### src/rtl/dccm_arb_pkg.sv
// dccm_arb_pkg
// Shared definitions for the DCCM arbiter/AXI bridge:
//   - NUM_REQ        : number of requester ports (LSU = 0, DMA = 1)
//   - AXI_* constants: single-beat INCR bursts of one 32-bit word
//   - state_e        : controller FSM states
// Optional feature macro used by the arbiter: DCCM_ARB_RR_EN
package dccm_arb_pkg;

  localparam int NUM_REQ = 2;

  localparam logic [1:0] AXI_BURST_INCR = 2'b01;
  localparam logic [2:0] AXI_SIZE_4B    = 3'b010;
  localparam logic [7:0] AXI_LEN_1BEAT  = 8'd0;

  localparam logic [1:0] AXI_RESP_OKAY   = 2'b00;
  localparam logic [1:0] AXI_RESP_EXOKAY = 2'b01;
  localparam logic [1:0] AXI_RESP_SLVERR = 2'b10;
  localparam logic [1:0] AXI_RESP_DECERR = 2'b11;

  typedef enum logic [2:0] {
    IDLE    = 3'd0,
    RD_ADDR = 3'd1,
    RD_DATA = 3'd2,
    WR_AW_W = 3'd3,
    WR_RESP = 3'd4,
    RESP    = 3'd5
  } state_e;

endpackage

### src/rtl/dccm_arb_rr.sv
// dccm_arb_rr
// Two-way request arbiter for the DCCM controller.
//   clk_i     : clock
//   rst_i     : synchronous active-high reset (pointer favours port 0)
//   req_i     : request valid per port
//   accept_i  : the current grant was accepted this cycle
//   gnt_o     : one-hot grant (all zero when nobody requests)
//   gnt_idx_o : index of the winning port
// Macro DCCM_ARB_RR_EN: defined -> round-robin, undefined -> port 0 has
// fixed priority.
module dccm_arb_rr
  import dccm_arb_pkg::*;
(
  input  logic               clk_i,
  input  logic               rst_i,
  input  logic [NUM_REQ-1:0] req_i,
  input  logic               accept_i,
  output logic [NUM_REQ-1:0] gnt_o,
  output logic               gnt_idx_o
);

`ifdef DCCM_ARB_RR_EN
  localparam logic RR_EN = 1'b1;
`else
  localparam logic RR_EN = 1'b0;
`endif

  logic ptr_q, ptr_d;
  logic favour;

  // In fixed-priority builds the pointer is masked off so port 0 is always
  // favoured; the register then carries no function and trims away.
  assign favour = RR_EN & ptr_q;

  // The favoured port wins if it requests, otherwise the other one does.
  always_comb begin
    gnt_idx_o          = req_i[favour] ? favour : ~favour;
    gnt_o              = '0;
    gnt_o[gnt_idx_o]   = req_i[gnt_idx_o];
  end

  // After an accept, favour the port that did not just win.
  assign ptr_d = accept_i ? ~gnt_idx_o : ptr_q;

  always_ff @(posedge clk_i) begin
    if (rst_i) ptr_q <= 1'b0;
    else       ptr_q <= ptr_d;
  end

endmodule

### src/rtl/dccm_arb_ctrl.sv
// dccm_arb_ctrl
// Arbitrates an LSU port (0) and a DMA port (1) onto a single AXI4 master
// that talks to the DCCM, one single-beat transaction at a time.
//   s_aclk / s_areset        : clock, synchronous active-high reset
//   req_* (per port)         : valid/ready request with we/addr/wdata/wstrb
//   rsp_valid (per port)     : one-cycle response pulse
//   rsp_rdata / rsp_err      : shared response payload
//   mem_busy                 : memory still in reset, blocks new accepts
//   m_axi_*                  : AXI4 master (AR, AW, W, R, B channels)
// Macro DCCM_ARB_RR_EN selects round-robin arbitration (see dccm_arb_rr).
module dccm_arb_ctrl
  import dccm_arb_pkg::*;
#(
  parameter int ADDR_W     = 32,
  parameter int DATA_W     = 32,
  parameter int ID_W       = 4,
  parameter int DCCM_BYTES = 65536
) (
  input  logic                              s_aclk,
  input  logic                              s_areset,
  input  logic [NUM_REQ-1:0]                req_valid,
  output logic [NUM_REQ-1:0]                req_ready,
  input  logic [NUM_REQ-1:0]                req_we,
  input  logic [NUM_REQ-1:0][ADDR_W-1:0]    req_addr,
  input  logic [NUM_REQ-1:0][DATA_W-1:0]    req_wdata,
  input  logic [NUM_REQ-1:0][DATA_W/8-1:0]  req_wstrb,
  output logic [NUM_REQ-1:0]                rsp_valid,
  output logic [DATA_W-1:0]                 rsp_rdata,
  output logic                              rsp_err,
  input  logic                              mem_busy,
  output logic [ADDR_W-1:0]                 m_axi_araddr,
  output logic [1:0]                        m_axi_arburst,
  output logic [ID_W-1:0]                   m_axi_arid,
  output logic [7:0]                        m_axi_arlen,
  output logic [2:0]                        m_axi_arsize,
  output logic                              m_axi_arvalid,
  input  logic                              m_axi_arready,
  output logic [ADDR_W-1:0]                 m_axi_awaddr,
  output logic [1:0]                        m_axi_awburst,
  output logic [ID_W-1:0]                   m_axi_awid,
  output logic [7:0]                        m_axi_awlen,
  output logic [2:0]                        m_axi_awsize,
  output logic                              m_axi_awvalid,
  input  logic                              m_axi_awready,
  output logic [DATA_W-1:0]                 m_axi_wdata,
  output logic [DATA_W/8-1:0]               m_axi_wstrb,
  output logic                              m_axi_wlast,
  output logic                              m_axi_wvalid,
  input  logic                              m_axi_wready,
  input  logic [DATA_W-1:0]                 m_axi_rdata,
  input  logic [ID_W-1:0]                   m_axi_rid,
  input  logic [1:0]                        m_axi_rresp,
  input  logic                              m_axi_rlast,
  input  logic                              m_axi_rvalid,
  output logic                              m_axi_rready,
  input  logic [ID_W-1:0]                   m_axi_bid,
  input  logic [1:0]                        m_axi_bresp,
  input  logic                              m_axi_bvalid,
  output logic                              m_axi_bready
);

  localparam int STRB_W = DATA_W / 8;
  localparam logic [ADDR_W:0] DCCM_LIMIT = (ADDR_W+1)'(DCCM_BYTES);

  state_e              state_q, state_d;
  logic [ADDR_W-1:0]   addr_q, addr_d;
  logic [DATA_W-1:0]   wdata_q, wdata_d;
  logic [STRB_W-1:0]   wstrb_q, wstrb_d;
  logic                we_q, we_d;
  logic                gnt_q, gnt_d;
  logic [DATA_W-1:0]   rdata_q, rdata_d;
  logic                err_q, err_d;
  logic                aw_done_q, aw_done_d;
  logic                w_done_q, w_done_d;

  logic [NUM_REQ-1:0]  arb_gnt;
  logic                arb_idx;
  logic                can_accept, accept;
  logic [ADDR_W-1:0]   sel_addr;
  logic                addr_bad;
  logic                in_resp;
  logic                aw_hs, w_hs, ar_hs;
  logic                unused_axi;

  // IDs and the low response bit carry no information for a single
  // outstanding transaction with OKAY/SLVERR-only error reporting.
  assign unused_axi = ^{m_axi_rid, m_axi_bid, m_axi_rresp[0], m_axi_bresp[0]};

  // Ready is offered only to the current winner, only in IDLE, and never
  // while the memory or this block is in reset.
  assign can_accept = (state_q == IDLE) && !mem_busy && !s_areset;
  assign req_ready  = can_accept ? arb_gnt : '0;
  assign accept     = |req_ready;

  dccm_arb_rr u_arb (
    .clk_i     (s_aclk),
    .rst_i     (s_areset),
    .req_i     (req_valid),
    .accept_i  (accept),
    .gnt_o     (arb_gnt),
    .gnt_idx_o (arb_idx)
  );

  // Out-of-range or misaligned accesses are answered locally with an error.
  assign sel_addr = req_addr[arb_idx];
  assign addr_bad = ({1'b0, sel_addr} >= DCCM_LIMIT) || (sel_addr[1:0] != 2'b00);

  assign ar_hs = m_axi_arvalid & m_axi_arready;
  assign aw_hs = m_axi_awvalid & m_axi_awready;
  assign w_hs  = m_axi_wvalid  & m_axi_wready;

  always_comb begin
    state_d   = state_q;
    addr_d    = addr_q;
    wdata_d   = wdata_q;
    wstrb_d   = wstrb_q;
    we_d      = we_q;
    gnt_d     = gnt_q;
    rdata_d   = rdata_q;
    err_d     = err_q;
    aw_done_d = aw_done_q;
    w_done_d  = w_done_q;
    case (state_q)
      IDLE: begin
        if (accept) begin
          addr_d    = sel_addr;
          wdata_d   = req_wdata[arb_idx];
          wstrb_d   = req_wstrb[arb_idx];
          we_d      = req_we[arb_idx];
          gnt_d     = arb_idx;
          rdata_d   = '0;
          err_d     = addr_bad;
          aw_done_d = 1'b0;
          w_done_d  = 1'b0;
          if (addr_bad)                 state_d = RESP;
          else if (req_we[arb_idx])     state_d = WR_AW_W;
          else                          state_d = RD_ADDR;
        end
      end
      RD_ADDR: if (ar_hs) state_d = RD_DATA;
      RD_DATA: begin
        if (m_axi_rvalid) begin
          rdata_d = m_axi_rdata;
          err_d   = m_axi_rresp[1] | ~m_axi_rlast;
          state_d = RESP;
        end
      end
      WR_AW_W: begin
        // AW and W complete independently; move on once both are done.
        aw_done_d = aw_done_q | aw_hs;
        w_done_d  = w_done_q | w_hs;
        if (aw_done_d && w_done_d) state_d = WR_RESP;
      end
      WR_RESP: begin
        if (m_axi_bvalid) begin
          err_d   = m_axi_bresp[1];
          state_d = RESP;
        end
      end
      RESP:    state_d = IDLE;
      default: state_d = IDLE;
    endcase
  end

  always_ff @(posedge s_aclk) begin
    if (s_areset) begin
      state_q   <= IDLE;
      addr_q    <= '0;
      wdata_q   <= '0;
      wstrb_q   <= '0;
      we_q      <= 1'b0;
      gnt_q     <= 1'b0;
      rdata_q   <= '0;
      err_q     <= 1'b0;
      aw_done_q <= 1'b0;
      w_done_q  <= 1'b0;
    end else begin
      state_q   <= state_d;
      addr_q    <= addr_d;
      wdata_q   <= wdata_d;
      wstrb_q   <= wstrb_d;
      we_q      <= we_d;
      gnt_q     <= gnt_d;
      rdata_q   <= rdata_d;
      err_q     <= err_d;
      aw_done_q <= aw_done_d;
      w_done_q  <= w_done_d;
    end
  end

  // AXI fields are fixed for single-beat word accesses; valids and readys
  // are also gated by reset so nothing is driven while it is asserted.
  assign m_axi_araddr  = addr_q;
  assign m_axi_arburst = AXI_BURST_INCR;
  assign m_axi_arid    = ID_W'(gnt_q);
  assign m_axi_arlen   = AXI_LEN_1BEAT;
  assign m_axi_arsize  = AXI_SIZE_4B;
  assign m_axi_arvalid = !s_areset && (state_q == RD_ADDR);

  assign m_axi_awaddr  = addr_q;
  assign m_axi_awburst = AXI_BURST_INCR;
  assign m_axi_awid    = ID_W'(gnt_q);
  assign m_axi_awlen   = AXI_LEN_1BEAT;
  assign m_axi_awsize  = AXI_SIZE_4B;
  assign m_axi_awvalid = !s_areset && (state_q == WR_AW_W) && !aw_done_q;

  assign m_axi_wdata   = wdata_q;
  assign m_axi_wstrb   = wstrb_q;
  assign m_axi_wlast   = 1'b1;
  assign m_axi_wvalid  = !s_areset && (state_q == WR_AW_W) && !w_done_q;

  assign m_axi_rready  = !s_areset && (state_q == RD_DATA);
  assign m_axi_bready  = !s_areset && (state_q == WR_RESP);

  // Response pulse goes only to the granted port; write responses carry
  // zero data.
  assign in_resp = !s_areset && (state_q == RESP);

  always_comb begin
    rsp_valid = '0;
    if (in_resp) rsp_valid[gnt_q] = 1'b1;
  end

  assign rsp_rdata = (in_resp && !we_q) ? rdata_q : '0;
  assign rsp_err   = in_resp & err_q;

endmodule

### config.mk
export PLATFORM = sky130hd
export DESIGN_NAME = dccm_arb_ctrl
export DESIGN_NICKNAME = d
export VERILOG_FILES = /design/src/rtl/dccm_arb_pkg.sv /design/src/rtl/dccm_arb_rr.sv /design/src/rtl/dccm_arb_ctrl.sv
export SDC_FILE = /design/constraint.sdc
export NUM_CORES = 1
export LEC_CHECK = 0
export CORE_AREA = 5 5 141 143
export DETAILED_ROUTE_END_ITERATION = 7
export DIE_AREA = 0 0 146 148
export GPL_ROUTABILITY_DRIVEN = 0
export GPL_TIMING_DRIVEN = 0
export PLACE_DENSITY = 0.67
export SYNTH_ARGS = -nofsm -noshare
export SYNTH_HDL_FRONTEND = slang
export SYNTH_SLANG_ARGS = --single-unit
### constraint.sdc
create_clock -name s_aclk -period 3.1 [get_ports s_aclk]
set_clock_uncertainty 0.05 [all_clocks]
set_input_delay 0.775 -clock s_aclk [delete_from_list [all_inputs] [get_ports s_aclk]]
set_output_delay 0.775 -clock s_aclk [all_outputs]
set_load 0.01 [all_outputs]
# [Word-level counts from Yosys, hierarchy flattened]
# Index checks and enable logic that the tools add are counted.
[op_classes] magnitude_cmp=5 n_eq_ne=10 muxes=36 n_bitwise=9 n_reduce_logical=30
[op_table] cell="$mux 32" count=7
[op_table] cell="$pmux 32 s2" count=1
[op_table] cell="$ge 32x17->1 const B" count=1
[op_table] cell="$mux 3" count=6
[op_table] cell="$pmux 3 s5" count=1
[op_table] cell="$logic_and 1x1->1" count=13
[op_table] cell="$mux 1" count=11
[op_table] cell="$ne 2x2->1 const B" count=5
[op_table] cell="$mux 4" count=2
[op_table] cell="$eq 3x2->1 const B" count=2
[op_table] cell="$eq 3x3->1 const B" count=2
[op_table] cell="$mux 2" count=3
[op_table] cell="$reduce_bool 2->1" count=3
[op_table] cell="$logic_not 1->1" count=5
[op_table] cell="$reduce_and 5->1" count=1
[op_table] cell="$and 1x1->1" count=4
[op_table] cell="$lt 1x2->1 const B" count=2
[op_table] cell="$pmux 1 s2" count=2
[op_table] cell="$reduce_and 2->1" count=2
[op_table] cell="$reduce_and 4->1" count=1
[op_table] cell="$eq 3x1->1 const B" count=1
[op_table] cell="$logic_not 3->1" count=1
[op_table] cell="$or 1x1->1" count=3
[op_table] cell="$pmux 1 s3" count=1
[op_table] cell="other kinds (8)" count=10
[totals] regBits=108 inputBits=193 out_inout_bits=177 word_cells=100

# [Longest topological paths before layout]
[logic_depth] ltp_word=10 ltp_mapped=8

# [Hierarchy]
# Synthesis repeated with hierarchy kept, for this count alone.
[unflattened] cells_unflattened=623 area_unflattened_um2=5545.3
[by_module_without_submodules] mod="dccm_arb_ctrl" n_inst=1 cells_per_inst=620 area_each_um2=5531.6 seq_area_each_um2=2162.1
[by_module_without_submodules] mod="dccm_arb_rr" n_inst=1 cells_per_inst=3 area_each_um2=13.8 seq_area_each_um2=0.0

# [Least setup slack after synthesis]
# OpenSTA, ideal clock, no wires.
[synth_timing] kind="input-to-output" start="input s_areset" end="output m_axi_rready" arrival_ps=1894 required_ps=2275 path_slack_ps=381 path_stages=3 n_path_buf=2 cell_sequence="clkbuf_1 -> nor4b_1 -> clkbuf_1"
[synth_via] elab_chain_len=2
[synth_rtl] element="start: declaration" line_no="dccm_arb_ctrl.sv:20" rtl="input logic s_areset,"
[synth_rtl] element="$logic_not 1->1" line_no="dccm_arb_ctrl.sv:212" rtl="assign m_axi_rready = !s_areset && (state_q == RD_DATA);"
[synth_rtl] element="$logic_and 1x1->1" line_no="dccm_arb_ctrl.sv:212"
[synth_rtl] element="end: declaration" line_no="dccm_arb_ctrl.sv:55" rtl="output logic m_axi_rready,"
# No other way between the ends.

# [Worst setup path in the final report]
[layout_timing] start="register state_q[0]" end="output m_axi_wvalid"
[layout_via] elab_chain_len=3
[layout_rtl] element="start: declaration" line_no="dccm_arb_ctrl.sv:65" rtl="state_e state_q, state_d;"
[layout_rtl] element="start signal: assignment" line_no="dccm_arb_ctrl.sv:178" rtl="state_q <= state_d;"
[layout_rtl] element="$eq 3x2->1" line_no="dccm_arb_ctrl.sv:210" rtl="assign m_axi_wvalid = !s_areset && (state_q == WR_AW_W) && !w_done_q;"
[layout_rtl] element="$logic_and 1x1->1 (2 in series)" line_no="dccm_arb_ctrl.sv:210"
[layout_rtl] element="end: declaration" line_no="dccm_arb_ctrl.sv:48" rtl="output logic m_axi_wvalid,"
# No other way between the ends.

==> summary.md <==
| Metric | Value |
|---|---|
| Status | `finished, final reports clean` |
| Kind of critical path | `reg -> out` |
| Cell Pwr Density | `579.0 nW/um^2` |
| Area contributors post-synth | `dfxtp_1 (39%), mux2i_1 (13%), a211oi_1 (9.4%)` |
| Post-Syn Area | `5490 um^2` |
| Reg2Reg Setup Slack | `0.50 ns` |
| CP peak stage delay | `0.58 ns` |
| HPWL after DPL | `17410 um` |
| Total CTS buffers | `9` |
| Post-route ant nets | `0` |
| WHS Path Cells | `2` |
| Most common cell after layout, fill and taps aside | `clkdlybuf4s50_1` |
| H-Tree Level Count | `3` |
| Max VDD drop | `292.8 uV` |
| Hold wc startpoint | `rdata_q[2]` |
| Footprint of the multi-input gates | `2760 um^2` |
| Final Max Tran Viols | `0` |
| CTS clk-pin slew, worst paths | `0.07 ns` |
| Commonest cells after routing, fill and taps aside | `clkdlybuf4s50_1 (290), nor2_1 (116), dfxtp_1 (106), buf_4 (82)` |
| Buf/Inv on CP | `4` |
| Worst r2r path cells | `8` |
| Antenna cells | `0` |
| Initial antenna violation count | `0` |
| Critical Path Fanout Max | `10` |
| Initial Utilization | `29.75%` |
| Worst r2r src | `state_q[1]` |
| Chip height | `148 um` |
| Async S/R FF share, synth | `0%` |
| Die X | `146 um` |
| Post-synth top area share | `39.38%` |
| Yosys cell types | `38` |
| Maxcap violations | `0` |
| 1st-iter DRT viols | `203` |
| Hold Path Sink | `rdata_q[2]` |
| Arr. time, crit path | `2.18 ns` |
| Worst reg2reg endpoint | `rdata_q[21]` |
| Worst-Skew Late Latency | `0.35 ns` |
| Total global-route track usage | `19.34%` |
| Worst Tran Pin Value | `0.7625 ns` |
| Root Driver | `clkbuf_16` |
| CTS Hold Bufs | `0` |
| CP Cell Sequence | `buf_8 -> clkinvlp_4 -> buf_4 -> nor2_1 -> nand2_1 -> nor3_1 -> clkdlybuf4s50_1` |
| Final Cycle Share | `97.08%` |
| Cell taking the most area after synthesis | `dfxtp_1` |
| Pleak | `3.935 nW` |
| Filler Cell Count | `1770` |
| Share of post-route cells with drive strength above 1 | `14.99%` |
| Vias in the first global route | `5797` |
| CP endpoint kind | `primary output` |
| Min-delay worst type | `reg -> reg` |
| Gate count after technology mapping | `654` |
| Die area | `21610 um^2` |
| Drt drc | `0` |
| Vias per cell | `4.587` |
| EDFF count, synth | `0` |
| Bufs on Longest Clock Path | `2` |
| Ports | `370` |
| Synthesized area per cell | `8.395 um^2` |
| Setup_tns | `0 ns` |
| Rows | `50` |
| FF+latch area | `2167 um^2` |
| Peak Freq | `332.3 MHz` |
| Global-route wire length before repair | `33040 um` |
| Minimum clock period | `3.009 ns` |
| Largest net degree at the start of global routing | `19` |
| Synth warn | `0` |
| Final hold vios | `0` |
| Data required, critical path | `2.27 ns` |
| Slowest cell on crit path | `clkdlybuf4s50_1` |
| Synth-to-Final Area Change | `76.41%` |
| Slew HR | `49.17%` |
| Routed wire length per instance | `17.09 um` |
| Post-Layout Inst Area | `9686 um^2` |
| Finish-stage setup viols | `0` |
| Vias | `5849` |
| Sink Count | `108` |
| Placed Area | `9163 um^2` |
| I/O Buffers | `326` |
| Layout Nets | `1229` |
| CTS tree | `done` |
| Yosys reg bits | `108` |
| Sequential area share after synthesis | `39.38%` |
| Main synth FF type | `dfxtp_1` |
| Core box area | `18460 um^2` |
| Drt pass-1 iters | `4` |
| Tot Pwr | `5.608 mW` |
| Cell family with most CP delay | `buffers and inverters` |
| Setup crit start kind | `register` |
| WL final | `21790 um` |
| Gr ovfl total | `0` |
[cell type report]
| type | instances | share of cell area (%) |
|---|---|---|
| inverters | 3 | 0.1809 |
| repair buffers | 341 | 34.39 |
| plain buffers | 116 | 8.332 |
| flip-flops and latches | 108 | 22.37 |
| clock inverters | 6 | 0.7363 |
| multi-input cells | 457 | 28.50 |
| clock buffers | 10 | 2.467 |
| well taps | 234 | 3.023 |
[synthesized netlist by cell type (2+ instances only)]
master and instances:
a22oi_1 3, nor2b_1 3, nor3_1 9, a211oi_1 69, nand2_1 42, inv_1 3
nand2b_1 3, nand4_1 2, nor4_1 7, buf_4 68, a21oi_1 37, buf_1 3
mux2i_1 69, dfxtp_1 108, o21ai_0 3, nor3b_1 3, nor4b_1 3, buf_2 11
buf_6 3, clkbuf_1 32, conb_1 2, and2_1 35, nor2_1 118, nand3_1 4
[flip-flops by register name, indices dropped and copies added (netlist names)]
register / count
aw_done_q: 1
err_q: 1
gnt_q: 1
m_axi_araddr: 32
m_axi_wdata: 32
m_axi_wstrb: 4
rdata_q: 32
state_q: 3
w_done_q: 1
we_q: 1
[cells by family (layout without fill, tap and decap cells)]
group	after synthesis	after routing	share of synthesized area, %
and+or+nand+nor	234	234	19.49
AOI/OAI and AO/OA	121	121	14.90
other	2	33	0.1368
buffers and inverters	120	476	13.51
DFF	108	108	39.38
muxes	69	69	12.58
[routing by layer]
metal	routed length, um	vias up	GRT usage (%)
li1	-	2920	-
met1	8977	2677	23.46
met2	10690	231	33.73
met3	1738	21	5.089
met4	381	0	5.786
met5	0	-	0
[how the worst max path moves through the flow]
stage                            start            to  slack, ns  cells after the start
after floorplan               s_areset  m_axi_rready       0.38                      3
after global placement    req_valid[0]  req_ready[1]      -1.54                      5
after detailed placement  req_valid[0]  req_ready[1]      -1.48                      5
after CTS                     s_areset  rsp_rdata[5]     -0.007                     10
after global routing        state_q[0]  rsp_rdata[5]      -0.02                     10
final                       state_q[0]  m_axi_wvalid       0.09                      7
[tightest hold or removal path, delay by kind of cell, from the launching register on]
family             cells  cell delay [ns]
and+or+nand+nor        1             0.09
AOI/OAI and AO/OA      1             0.04
DFF                    1             0.31
[power by group]
part | leakage, nW | internal, mW | total, mW | switching [mW]
Combinational | 2.91 | 1.28 | 2.43 | 1.15
Clock | 0.145 | 0.655 | 1.20 | 0.548
Sequential | 0.884 | 1.75 | 1.98 | 0.228
Total | 3.93 | 3.69 | 5.61 | 1.92
[metrics by stage]
step	hold WS, ns	setup slack, ns	cells	util (%)
final	0.4327	0.09052	1275	52.48
after global routing	0.4604	-0.01689	1275	52.48
after CTS	0.4372	-0.007123	1273	52.41
after detailed placement	0.4159	-1.478	1245	49.65
after global placement	0.4092	-1.542	1245	49.65
after floorplan	0.3867	0.3813	685	-
[what timing repair did]
action,CTS,global route
gates cloned,1,0
setup endpoints to repair,47,32
resized for setup,117,11
setup buffers,12,2
pin swaps,1,2
No activity file was read; power rests on OpenSTA's default activity.
